### src/rtl/imem_loader_pkg.sv
// Shared types and constants for the boot-time instruction SRAM loader.
package imem_loader_pkg;

  typedef enum logic [1:0] {
    IDLE  = 2'd0,
    RECV  = 2'd1,
    WRITE = 2'd2,
    DONE  = 2'd3
  } state_t;

  localparam int BYTES_PER_WORD = 4;
  localparam int DEF_WORDS      = 64;
  localparam int DEF_ADDR_W     = 6;

endpackage

### src/rtl/imem_loader_byte_packer.sv
// Little-endian byte-lane packer: each load fills the lane at byte_idx.
module byte_packer
  import imem_loader_pkg::*;
#(
  parameter int BYTES = BYTES_PER_WORD
) (
  input  logic               clk,
  input  logic               reset,
  input  logic               i_clear,
  input  logic               i_load,
  input  logic [7:0]         i_data,
  output logic               o_word_full,
  output logic [8*BYTES-1:0] o_word
);

  localparam int IDX_W = $clog2(BYTES);

  logic [IDX_W-1:0]   r_byte_idx;
  logic [8*BYTES-1:0] r_word;
  logic               w_last_lane;

  assign w_last_lane = (r_byte_idx == IDX_W'(BYTES - 1));
  // Asserted in the cycle whose load completes the word.
  assign o_word_full = i_load && w_last_lane;
  assign o_word      = r_word;

  always_ff @(posedge clk) begin
    if (!reset) begin
      r_byte_idx <= '0;
      r_word     <= '0;
    end else if (i_clear) begin
      r_byte_idx <= '0;
    end else if (i_load) begin
      for (int unsigned i = 0; i < BYTES; i++) begin
        if (r_byte_idx == IDX_W'(i)) r_word[8*i +: 8] <= i_data;
      end
      r_byte_idx <= w_last_lane ? '0 : r_byte_idx + IDX_W'(1);
    end
  end

endmodule

### src/rtl/imem_loader.sv
// Boot loader: packs a byte stream into words and writes them through the
// imem SRAM 1rw port, holding the core in reset until the load completes.
module imem_loader
  import imem_loader_pkg::*;
#(
  parameter int WORDS  = DEF_WORDS,
  parameter int ADDR_W = DEF_ADDR_W,
  parameter int DATA_W = 32
) (
  input  logic              clk,
  input  logic              reset,
  input  logic              start,
  input  logic [ADDR_W:0]   num_words,
  input  logic              s_valid,
  input  logic [7:0]        s_data,
  output logic              s_ready,
  output logic              csb0,
  output logic              web0,
  output logic [ADDR_W-1:0] addr0,
  output logic [DATA_W-1:0] din0,
  output logic              busy,
  output logic              done,
  output logic              core_reset
);

  localparam logic [ADDR_W:0] WORDS_L = (ADDR_W + 1)'(WORDS);

  state_t            r_state,      w_state_nxt;
  logic              r_s_ready,    w_s_ready_nxt;
  logic              r_csb0,       w_csb0_nxt;
  logic              r_web0,       w_web0_nxt;
  logic [ADDR_W-1:0] r_addr0,      w_addr0_nxt;
  logic              r_busy,       w_busy_nxt;
  logic              r_done,       w_done_nxt;
  logic              r_core_reset, w_core_reset_nxt;
  logic [ADDR_W-1:0] r_word_idx,   w_word_idx_nxt;
  logic [ADDR_W:0]   r_n,          w_n_nxt;

  logic              w_clear;
  logic              w_load;
  logic              w_word_full;
  logic [DATA_W-1:0] w_word;
  logic [ADDR_W:0]   w_n_clamped;
  logic              w_last_word;

  byte_packer #(
    .BYTES (BYTES_PER_WORD)
  ) u_packer (
    .clk         (clk),
    .reset       (reset),
    .i_clear     (w_clear),
    .i_load      (w_load),
    .i_data      (s_data),
    .o_word_full (w_word_full),
    .o_word      (w_word)
  );

  assign w_n_clamped = (num_words > WORDS_L) ? WORDS_L : num_words;
  assign w_last_word = ({1'b0, r_word_idx} == (r_n - (ADDR_W + 1)'(1)));

  always_comb begin
    w_state_nxt      = r_state;
    w_s_ready_nxt    = 1'b0;
    w_csb0_nxt       = 1'b1;
    w_web0_nxt       = 1'b1;
    w_addr0_nxt      = r_addr0;
    w_busy_nxt       = r_busy;
    w_done_nxt       = r_done;
    w_core_reset_nxt = r_core_reset;
    w_word_idx_nxt   = r_word_idx;
    w_n_nxt          = r_n;
    w_clear          = 1'b0;
    w_load           = 1'b0;

    case (r_state)
      IDLE, DONE: begin
        if (start) begin
          w_n_nxt        = w_n_clamped;
          w_word_idx_nxt = '0;
          w_clear        = 1'b1;
          if (w_n_clamped == '0) begin
            w_state_nxt      = DONE;
            w_busy_nxt       = 1'b0;
            w_done_nxt       = 1'b1;
            w_core_reset_nxt = 1'b0;
          end else begin
            w_state_nxt      = RECV;
            w_s_ready_nxt    = 1'b1;
            w_busy_nxt       = 1'b1;
            w_done_nxt       = 1'b0;
            w_core_reset_nxt = 1'b1;
          end
        end
      end

      RECV: begin
        w_s_ready_nxt = 1'b1;
        w_load        = s_valid && r_s_ready;
        // 4th handshake: ready drops in the same update that enters WRITE.
        if (w_word_full) begin
          w_state_nxt   = WRITE;
          w_s_ready_nxt = 1'b0;
          w_csb0_nxt    = 1'b0;
          w_web0_nxt    = 1'b0;
          w_addr0_nxt   = r_word_idx;
        end
      end

      WRITE: begin
        if (w_last_word) begin
          w_state_nxt      = DONE;
          w_busy_nxt       = 1'b0;
          w_done_nxt       = 1'b1;
          w_core_reset_nxt = 1'b0;
        end else begin
          w_state_nxt    = RECV;
          w_s_ready_nxt  = 1'b1;
          w_word_idx_nxt = r_word_idx + ADDR_W'(1);
          w_clear        = 1'b1;
        end
      end

      default: w_state_nxt = IDLE;
    endcase
  end

  always_ff @(posedge clk) begin
    if (!reset) begin
      r_state      <= IDLE;
      r_s_ready    <= 1'b0;
      r_csb0       <= 1'b1;
      r_web0       <= 1'b1;
      r_addr0      <= '0;
      r_busy       <= 1'b0;
      r_done       <= 1'b0;
      r_core_reset <= 1'b1;
      r_word_idx   <= '0;
      r_n          <= '0;
    end else begin
      r_state      <= w_state_nxt;
      r_s_ready    <= w_s_ready_nxt;
      r_csb0       <= w_csb0_nxt;
      r_web0       <= w_web0_nxt;
      r_addr0      <= w_addr0_nxt;
      r_busy       <= w_busy_nxt;
      r_done       <= w_done_nxt;
      r_core_reset <= w_core_reset_nxt;
      r_word_idx   <= w_word_idx_nxt;
      r_n          <= w_n_nxt;
    end
  end

  assign s_ready    = r_s_ready;
  assign csb0       = r_csb0;
  assign web0       = r_web0;
  assign addr0      = r_addr0;
  assign din0       = w_word;
  assign busy       = r_busy;
  assign done       = r_done;
  assign core_reset = r_core_reset;

endmodule
### config.mk
export PLATFORM = sky130hd
export DESIGN_NAME = imem_loader
export DESIGN_NICKNAME = d
export VERILOG_FILES = /design/src/rtl/imem_loader_pkg.sv /design/src/rtl/imem_loader_byte_packer.sv /design/src/rtl/imem_loader.sv
export SDC_FILE = /design/constraint.sdc
export NUM_CORES = 1
export LEC_CHECK = 0
export CAP_MARGIN = 10
export CORE_MARGIN = 2
export CORE_UTILIZATION = 45
export CTS_CLUSTER_DIAMETER = 50
export CTS_CLUSTER_SIZE = 25
export DETAILED_ROUTE_END_ITERATION = 10
export PLACE_DENSITY = 0.75
export SETUP_SLACK_MARGIN = 0.05
export SLEW_MARGIN = 30
export SYNTH_ARGS = -nofsm -noshare
export SYNTH_HDL_FRONTEND = slang
export SYNTH_SLANG_ARGS = --single-unit
### constraint.sdc
create_clock -name clk -period 2.3 [get_ports clk]
set_clock_uncertainty 0.05 [all_clocks]
set_input_delay 0.46 -clock clk [delete_from_list [all_inputs] [get_ports clk]]
set_output_delay 0.46 -clock clk [all_outputs]
set_load 0.01 [all_outputs]
==> flow_summary.ini, run 1 <==
[yosys]
ys.flop_type = dfxtp_1
synth_fp_nets = 339
synthCells = 311
syn_area_um2 = 2790
synth_edf_count = 0
synth.top_cell.area_share = 0.430
synth-seq-cells = 60
synth_warnings = 0
synth_area_per_cell_um2 = 8.98
yosysSeqAreaShare = 0.430
synth_area_leaders = dfxtp_1 (43%), mux2i_1 (12%), nand2_1 (10%)
synthArstFlopShare = 0
yosysTopAreaCell = dfxtp_1
synth.distinct_cells = 43

[global_route]
gr-total-overflow = 0
grt_pass1_wl_um = 11300
grt_pass1_vias = 2402
antenna_found_initial = 0
grt_util_all_layers = 0.219
grt_max_degree = 31

[critical_path]
max_stage_delay_ps = 510
path_cells = inv_4 > ha_4 > or4b_4 > o21ai_2 > nand4_1 > o41a_1 > nand4_1 > mux2i_1
slowest_stage = o41a_1
path_max_fanout = 7
timing.critical_path.mode_cell = nand4_1
worstPathRequired_ps = 2510
start_kind = flip-flop
cp.arrival_ps = 2590
critical_path_class = reg -> reg
worstSetupEndpointType = flip-flop

[clocking]
cts-root-buf = clkbuf_8
cts_tree = built
clk_latency_ps = 340
path_clk_slew_ps = 80
clock_path_buffers = 2
cts_buffers = 9
cts_max_level = 3
clock_sinks = 60

[cells_and_area]
final_common_cell = nand2_1
drive_gt1_frac = 0.166
antennaDiodeCount = 0
final_cell_mix = nand2_1 (75), clkdlybuf4s50_1 (61), dfxtp_1 (58)
fin_nets = 427
syn_to_final_growth_pct = 42.0

[power]
ir_drop_uv = 453
powerDensity_nw_per_um2 = 774
power.leakage_nw = 1.51

[timing]
worst_pin_slew_ps = 480
fin_tns_setup_ps = -990
hold_ws_ps = 408
finalHoldViolCount = 0
final_max_slew_viol_count = 0
fin_ws_ps = -79.8
maxSlewHeadroom = 0.677
max_freq_mhz = 420
min_period_ps = 2380
setup_violations = 31
finalCritPeriodShare = 1.03
grt_setup_unrepaired = yes

[floorplan]
die-area_um2 = 6850
initial_core_util = 0.469
coreArea_um2 = 5960
io_pins = 63
num_rows = 28
die_h_um = 82.8
chipWidth_um = 82.8

[placement]
gp_routability_congestion = 0.815
dp_hpwl_um = 4810
port_buffers = 62

[route]
drt_pre_antenna_iters = 4
via_per_inst = 5.19
antenna_left = 0
routedWlPerCell_um = 14.1
first_iter_violations = 197
wirelength_um = 6770
drc = 0
vias = 2484

[status]
status = finished, violations left
violations = setup timing

[flow_run]
max_cap_violations = 0

[worst_hold_path]
hold_class = reg -> reg
through the flow:
stage	power, mW	worst slack (ps)	cell area (um2)	std cells	util
final	3.07	-79.8	3970	479	0.666
after global routing	3.26	-166	3970	479	0.666
after CTS	3.06	-97.9	3940	477	0.661
after detailed placement	2.10	-216	3660	455	0.614
after global placement	2.08	-73.5	3660	455	0.614
after floorplan	1.78	57.9	2820	311	-
power breakdown:
part           switching [mW]  internal [mW]
Combinational           0.517          0.526
Clock                   0.450          0.395
Sequential             0.0639           1.12
Total                    1.03           2.04
area by class of cell:
| cell class | instances | area, um2 |
|---|---|---|
| Timing Repair Buffer | 91 | 900 |
| Multi-Input combinational cell | 228 | 1560 |
| Tap cell | 75 | 93.8 |
| Sequential cell | 60 | 1210 |
| Clock buffer | 9 | 124 |
| Clock inverter | 7 | 51.3 |
| Fill cell | 483 | 1990 |
| Inverter | 9 | 36.3 |
worst paths after layout:
path,start,endpoint,slack [ps],cells after the start
worst min-delay path,core_reset,core_reset,410,1
worst max-delay path,r_n[0],r_word_idx[4],-80,8
worst max register to register,r_n[0],r_word_idx[4],-80,8
worst min register to register,core_reset,core_reset,410,1
Yosys cell counts (all sizes together), types with 2 or more instances:
master and number:
nor4 3, dfxtp 60, nor2 15, a21boi 9
inv 9, nor3b 6, a21oi 18, nand2b 8
ha 9, nor3 3, nand3 2, and4 2
buf 2, a31o 2, nand4 7, clkbuf 12
nand2 75, o211a 2, o21ai 5, o31ai 2
nor2b 7, and2 2, xnor2 3, a21o 2
xor2 2, mux2i 34
state kept, by name, indices dropped and copies added (netlist names):
name and count:
done 1, r_word_idx 6, addr0 6, r_n 7, r_state 2, core_reset 1
u_packer.r_byte_idx 2, s_ready 1, busy 1, web0 1, u_packer.o_word 32
per-layer routing:
layer	global-route usage	vias up	wire length, um
li1	-	1239	-
met1	0.275	1175	3080
met2	0.360	65	3340
met3	0.0736	5	310
met4	0.0607	0	41
met5	0	-	0
repair_timing:
item,in CTS,in global routing
hold buffers,0,0
resized for setup,9,6
pin swaps,12,11
setup buffers,6,3
endpoints found under the setup margin,41,44
cell families (layout without fill, tap and decap cells):
logic type               Yosys count  count (layout)  share of synthesized area
AO/OA/AOI/OAI                     45              45                      0.114
buffers and inverters             23             116                     0.0349
XOR/XNOR                           5               5                     0.0157
AND/OR/NAND/NOR                  135             135                      0.243
multiplexers                      34              34                      0.122
flip-flops                        60              60                      0.430
adder cells (fa/ha/maj)            9               9                     0.0403
critical path, delay by kind of cell, from the launching register on:
family / cells / cell delay [ps]
buf+inv: 1 / 60
flops: 1 / 370
mux: 1 / 200
fa+ha+maj: 1 / 140
simple gates: 3 / 810
compound gates: 2 / 670
No activity file was read; power rests on OpenSTA's default activity.
==> inputs of run 2 (changes only) <==
CAP_MARGIN = not set   (was 10)
CORE_UTILIZATION = 47   (was 45)
CTS_BUF_LIST = sky130_fd_sc_hd__clkbuf_2 sky130_fd_sc_hd__clkbuf_4 sky130_fd_sc_hd__clkbuf_8   (was not set)
GPL_ROUTABILITY_DRIVEN = 0   (was not set)
PLACE_DENSITY = 0.77   (was 0.75)
==> run 2 against run 1 <==
  * The run still ends with setup timing left
  * Cell count fell by 0.21%
  * Global-route usage rose by 0.37 points
  * Setup slack improved by 44 ps
  * Sequential power barely moved
==> flow_summary.ini, run 2 (synthesis gave the netlist of run 1 again) <==
[cells_and_area]
final_area_um2 = 3990
drive_gt1_frac = 0.174
instances_no_fill = 478
final_common_cell = nand2_1
antennaDiodeCount = 0
fillCellCount = 479
multiInputGateArea_um2 = 1570
largest_reg_flops = 32
fin_nets = 426
register_area_um2 = 1210
syn_to_final_growth_pct = 42.9
final_cell_mix = nand2_1 (75), clkdlybuf4s50_1 (61), dfxtp_1 (57)

[global_route]
gr-total-overflow = 0
antenna_found_initial = 0
grt_max_degree = 26
grt_pass1_vias = 2453
grt_util_all_layers = 0.223
grt_pass1_wl_um = 11200

[route]
routedWlPerCell_um = 14.2
first_iter_violations = 92
drc = 0
via_per_inst = 5.21
wirelength_um = 6790
vias = 2491
antenna_left = 0
drt_pre_antenna_iters = 4

[critical_path]
cp_top_family = simple AND/OR/NAND/NOR gates
rr_worst_depth = 10
start_kind = flip-flop
path_max_fanout = 5
slowest_stage = or4_4
cp.arrival_ps = 2520
max_stage_delay_ps = 510
critical_path_class = reg -> reg
timing.critical_path.mode_cell = buf_4
worstPathRequired_ps = 2490
path_cells = inv_4 > ha_4 > or4b_4 > buf_4 > nor3_4 > or4_4 > o41a_1 > buf_4 > nand4_1 > o21ai_2
critPathBufInv = 3
worstSetupEndpointType = flip-flop
path_depth = 10

[power]
p_total_mw = 3.24
power.switching_mw = 1.06
power.leakage_nw = 1.52
p_sw_frac = 0.326
powerDensity_nw_per_um2 = 811
combPwrFrac = 0.336
p_seq_frac = 0.366
ir_drop_uv = 443
clkPwrFrac = 0.297
cellInternalPower_mw = 2.18

[status]
status = finished, violations left
violations = setup timing

[placement]
dpl_worst_slack_ps = -105
post_dp_cell_area_um2 = 3630
port_buffers = 62
dpl.cell_count = 453
dp_hpwl_um = 4790

[clocking]
clk_latency_ps = 340
clock_path_buffers = 2
cts_tree = built
path_clk_slew_ps = 70
cts_buffers = 9
cts-root-buf = clkbuf_8
clock_sinks = 60
cts_max_level = 3

[timing]
grt_setup_unrepaired = yes
final_max_slew_viol_count = 0
worst_pin_slew_ps = 460
finalHoldViolCount = 0
finalCritPeriodShare = 1.02
max_freq_mhz = 428
min_period_ps = 2340
maxSlewHeadroom = 0.694
fin_ws_ps = -35.6
setup_violations = 2

[floorplan]
initial_core_util = 0.480
die_h_um = 81.1
coreArea_um2 = 5820
die-area_um2 = 6570
chipWidth_um = 81.1
io_pins = 63
num_rows = 28

[flow_run]
max_cap_violations = 0

[worst_hold_path]
holdPathStages = 2
hold_class = reg -> reg
-- run 2: layout make-up --
class                      count  share of cell area
sequential                    60               0.303
clock buffer                   9              0.0310
multi-input combinational    228               0.394
clock inverter                 7              0.0188
timing repair buffer          90               0.220
tap                           75              0.0235
inverter                       9             0.00909
-- run 2: what timing repair did --
action                                  CTS  global route
endpoints found under the hold margin     0             0
pin swaps                                 6             9
hold buffers                              0             0
setup buffers                             5             4
resized for setup                         8            12
endpoints found under the setup margin   32            43
-- run 2: routing by layer --
| metal | routed length (um) | vias to the layer above | share of wire | global-route usage |
|---|---|---|---|---|
| met1 | 2910 | 1172 | 0.43 | 0.254 |
| met2 | 3400 | 66 | 0.50 | 0.383 |
| li1 | - | 1243 | - | - |
| met4 | 98 | 0 | 0.014 | 0.0898 |
| met3 | 379 | 10 | 0.056 | 0.0756 |
| met5 | 0 | - | 0 | 0 |
-- run 2: path summary, 6_finish.rpt --
path                                    startpoint            endpoint  slack [ps]
worst max-delay path                        r_n[1]       r_word_idx[1]         -40
worst min-delay path            u_packer.o_word[1]  u_packer.o_word[1]         410
worst max register to register              r_n[1]       r_word_idx[1]         -40
worst min register to register  u_packer.o_word[1]  u_packer.o_word[1]         410
-- run 2: through the flow --
stage          hold WS, ps  setup TNS, ps   util
2_1_floorplan          429              0      -
3_3_place_gp           386           -502  0.624
3_5_place_dp           399          -1620  0.624
4_1_cts                409           -432  0.673
5_1_grt                428          -2520  0.686
6_report               405          -64.7  0.686
-- run 2: power by group through the flow --
stage | registers, mW | clock network, mW | logic, mW
CTS | 1.18 | 0.974 | 0.988
detailed placement | 1.20 | 0 | 0.940
global route | 1.20 | 1.02 | 1.19
finish | 1.18 | 0.963 | 1.09
global placement | 1.20 | 0 | 0.919
floorplan | 1.22 | 0 | 0.559
-- run 2: worst reg2reg max path, stage by stage, from the launching register on --
cell	delay (ps)
dfxtp_4	390
inv_4	40
ha_4	140
or4b_4	200
buf_4	110
nor3_4	40
or4_4	510
o41a_1	400
buf_4	170
nand4_1	100
o21ai_2	70
==> inputs of run 3 (changes only) <==
CORE_ASPECT_RATIO = 2   (was not set)
==> run 3 against run 2 <==
  * The flow still finishes with violations (setup timing)
  * Utilization is 0.23 points higher
  * Sequential power is essentially flat
  * Hold slack got worse by 0.53 ps
  * Cell area decreased by 1.5%
  * Non-clock buffer count is the same
==> flow_summary.ini, run 3 (synthesis gave the netlist of run 1 again) <==
[status]
status = finished, violations left
violations = setup timing

[route]
vias = 2506
drt_pre_antenna_iters = 5
first_iter_violations = 74
drc = 0
wirelength_um = 7260
via_per_inst = 5.42
antenna_left = 0
routedWlPerCell_um = 15.7

[placement]
dp_hpwl_um = 5320
dpl.cell_count = 444
dpl_worst_slack_ps = -44.3
port_buffers = 62

[clocking]
clock_path_buffers = 2
clock_sinks = 60
cts_tree = built
clk_latency_ps = 340
cts-root-buf = clkbuf_8
cts_buffers = 9
path_clk_slew_ps = 60
cts_max_level = 3

[cells_and_area]
fin_nets = 426
fillCellCount = 471
final_common_cell = nand2_1
multiInputGateArea_um2 = 1570
syn_to_final_growth_pct = 40.8
largest_reg_flops = 32
final_cell_mix = nand2_1 (75), clkdlybuf4s50_1 (61), dfxtp_1 (58)
register_area_um2 = 1210
instances_no_fill = 462
drive_gt1_frac = 0.167
antennaDiodeCount = 0

[floorplan]
chipWidth_um = 58.5
die_h_um = 113
coreArea_um2 = 5710
num_rows = 39
die-area_um2 = 6610
initial_core_util = 0.489
io_pins = 63

[timing]
fin_tns_setup_ps = -59.5
hold_ws_ps = 405
final_max_slew_viol_count = 0
min_period_ps = 2340
maxSlewHeadroom = 0.724
setup_violations = 3
grt_setup_unrepaired = yes
worst_pin_slew_ps = 413
fin_ws_ps = -36.0
finalCritPeriodShare = 1.02
max_freq_mhz = 428
finalHoldViolCount = 0

[global_route]
grt_util_all_layers = 0.235
grt_max_degree = 22
antenna_found_initial = 0
grt_pass1_vias = 2543
grt_pass1_wl_um = 11700
gr-total-overflow = 0

[flow_run]
max_cap_violations = 0

[critical_path]
max_stage_delay_ps = 550
start_kind = flip-flop
critical_path_class = reg -> reg
cp.arrival_ps = 2520
path_max_fanout = 4
slowest_stage = or4_4
worstSetupEndpointType = flip-flop
path_cells = inv_4 > ha_4 > or4b_4 > nor3_4 > or4_4 > buf_4 > o31ai_4 > buf_6 > a21boi_0 > o21a_1
worstPathRequired_ps = 2480

[worst_hold_path]
hold_class = reg -> reg

[power]
power.leakage_nw = 1.51
ir_drop_uv = 690
powerDensity_nw_per_um2 = 770
[run 3: where the power goes]
group	internal, mW	switching (mW)	leakage (nW)
registers	1.12	0.0757	0.487
clock network	0.414	0.380	0.0882
logic	0.526	0.514	0.936
total	2.06	0.969	1.51
[run 3: critical path: cells and delay by family, from the launching register on]
family	cells	cell delay, ps
compound gates	3	510
flops	1	380
simple gates	3	810
buf+inv	3	350
fa+ha+maj	1	150
[run 3: per-layer routing]
layer	vias up	global-route usage	wire length, um
li1	1239	-	-
met1	1168	0.222	2510
met2	71	0.418	4080
met4	0	0.163	346
met3	28	0.0617	327
met5	-	0	0
[run 3: worst paths after layout]
check | from | to | slack [ps] | cells past startpoint
max | r_n[0] | busy | -40 | 10
max reg2reg | r_n[0] | busy | -40 | 10
min | u_packer.o_word[10] | u_packer.o_word[10] | 400 | 2
min reg2reg | u_packer.o_word[10] | u_packer.o_word[10] | 400 | 2
[run 3: stage by stage]
| stage | power [mW] | utilization | instance area (um2) |
|---|---|---|---|
| 4_1_cts | 2.98 | 0.676 | 3860 |
| 3_3_place_gp | 2.14 | 0.644 | 3680 |
| 3_5_place_dp | 2.16 | 0.644 | 3680 |
| 5_1_grt | 3.21 | 0.689 | 3930 |
| 6_report | 3.03 | 0.689 | 3930 |
| 2_1_floorplan | 1.78 | - | 2820 |
[run 3: repair_timing]
action | 4_1_cts | 5_1_grt
pin swaps | 4 | 11
endpoints found under the setup margin | 31 | 39
resized for setup | 8 | 11
hold buffers | 0 | 0
buffers inserted | 0 | 4
[run 3: layout make-up]
class                      instances  area share
multi-input combinational        228       0.399
sequential                        60       0.307
timing repair buffer              90       0.224
clock buffer                      11      0.0369
tap                               61      0.0194
inverter                           9     0.00923
clock inverter                     3     0.00382
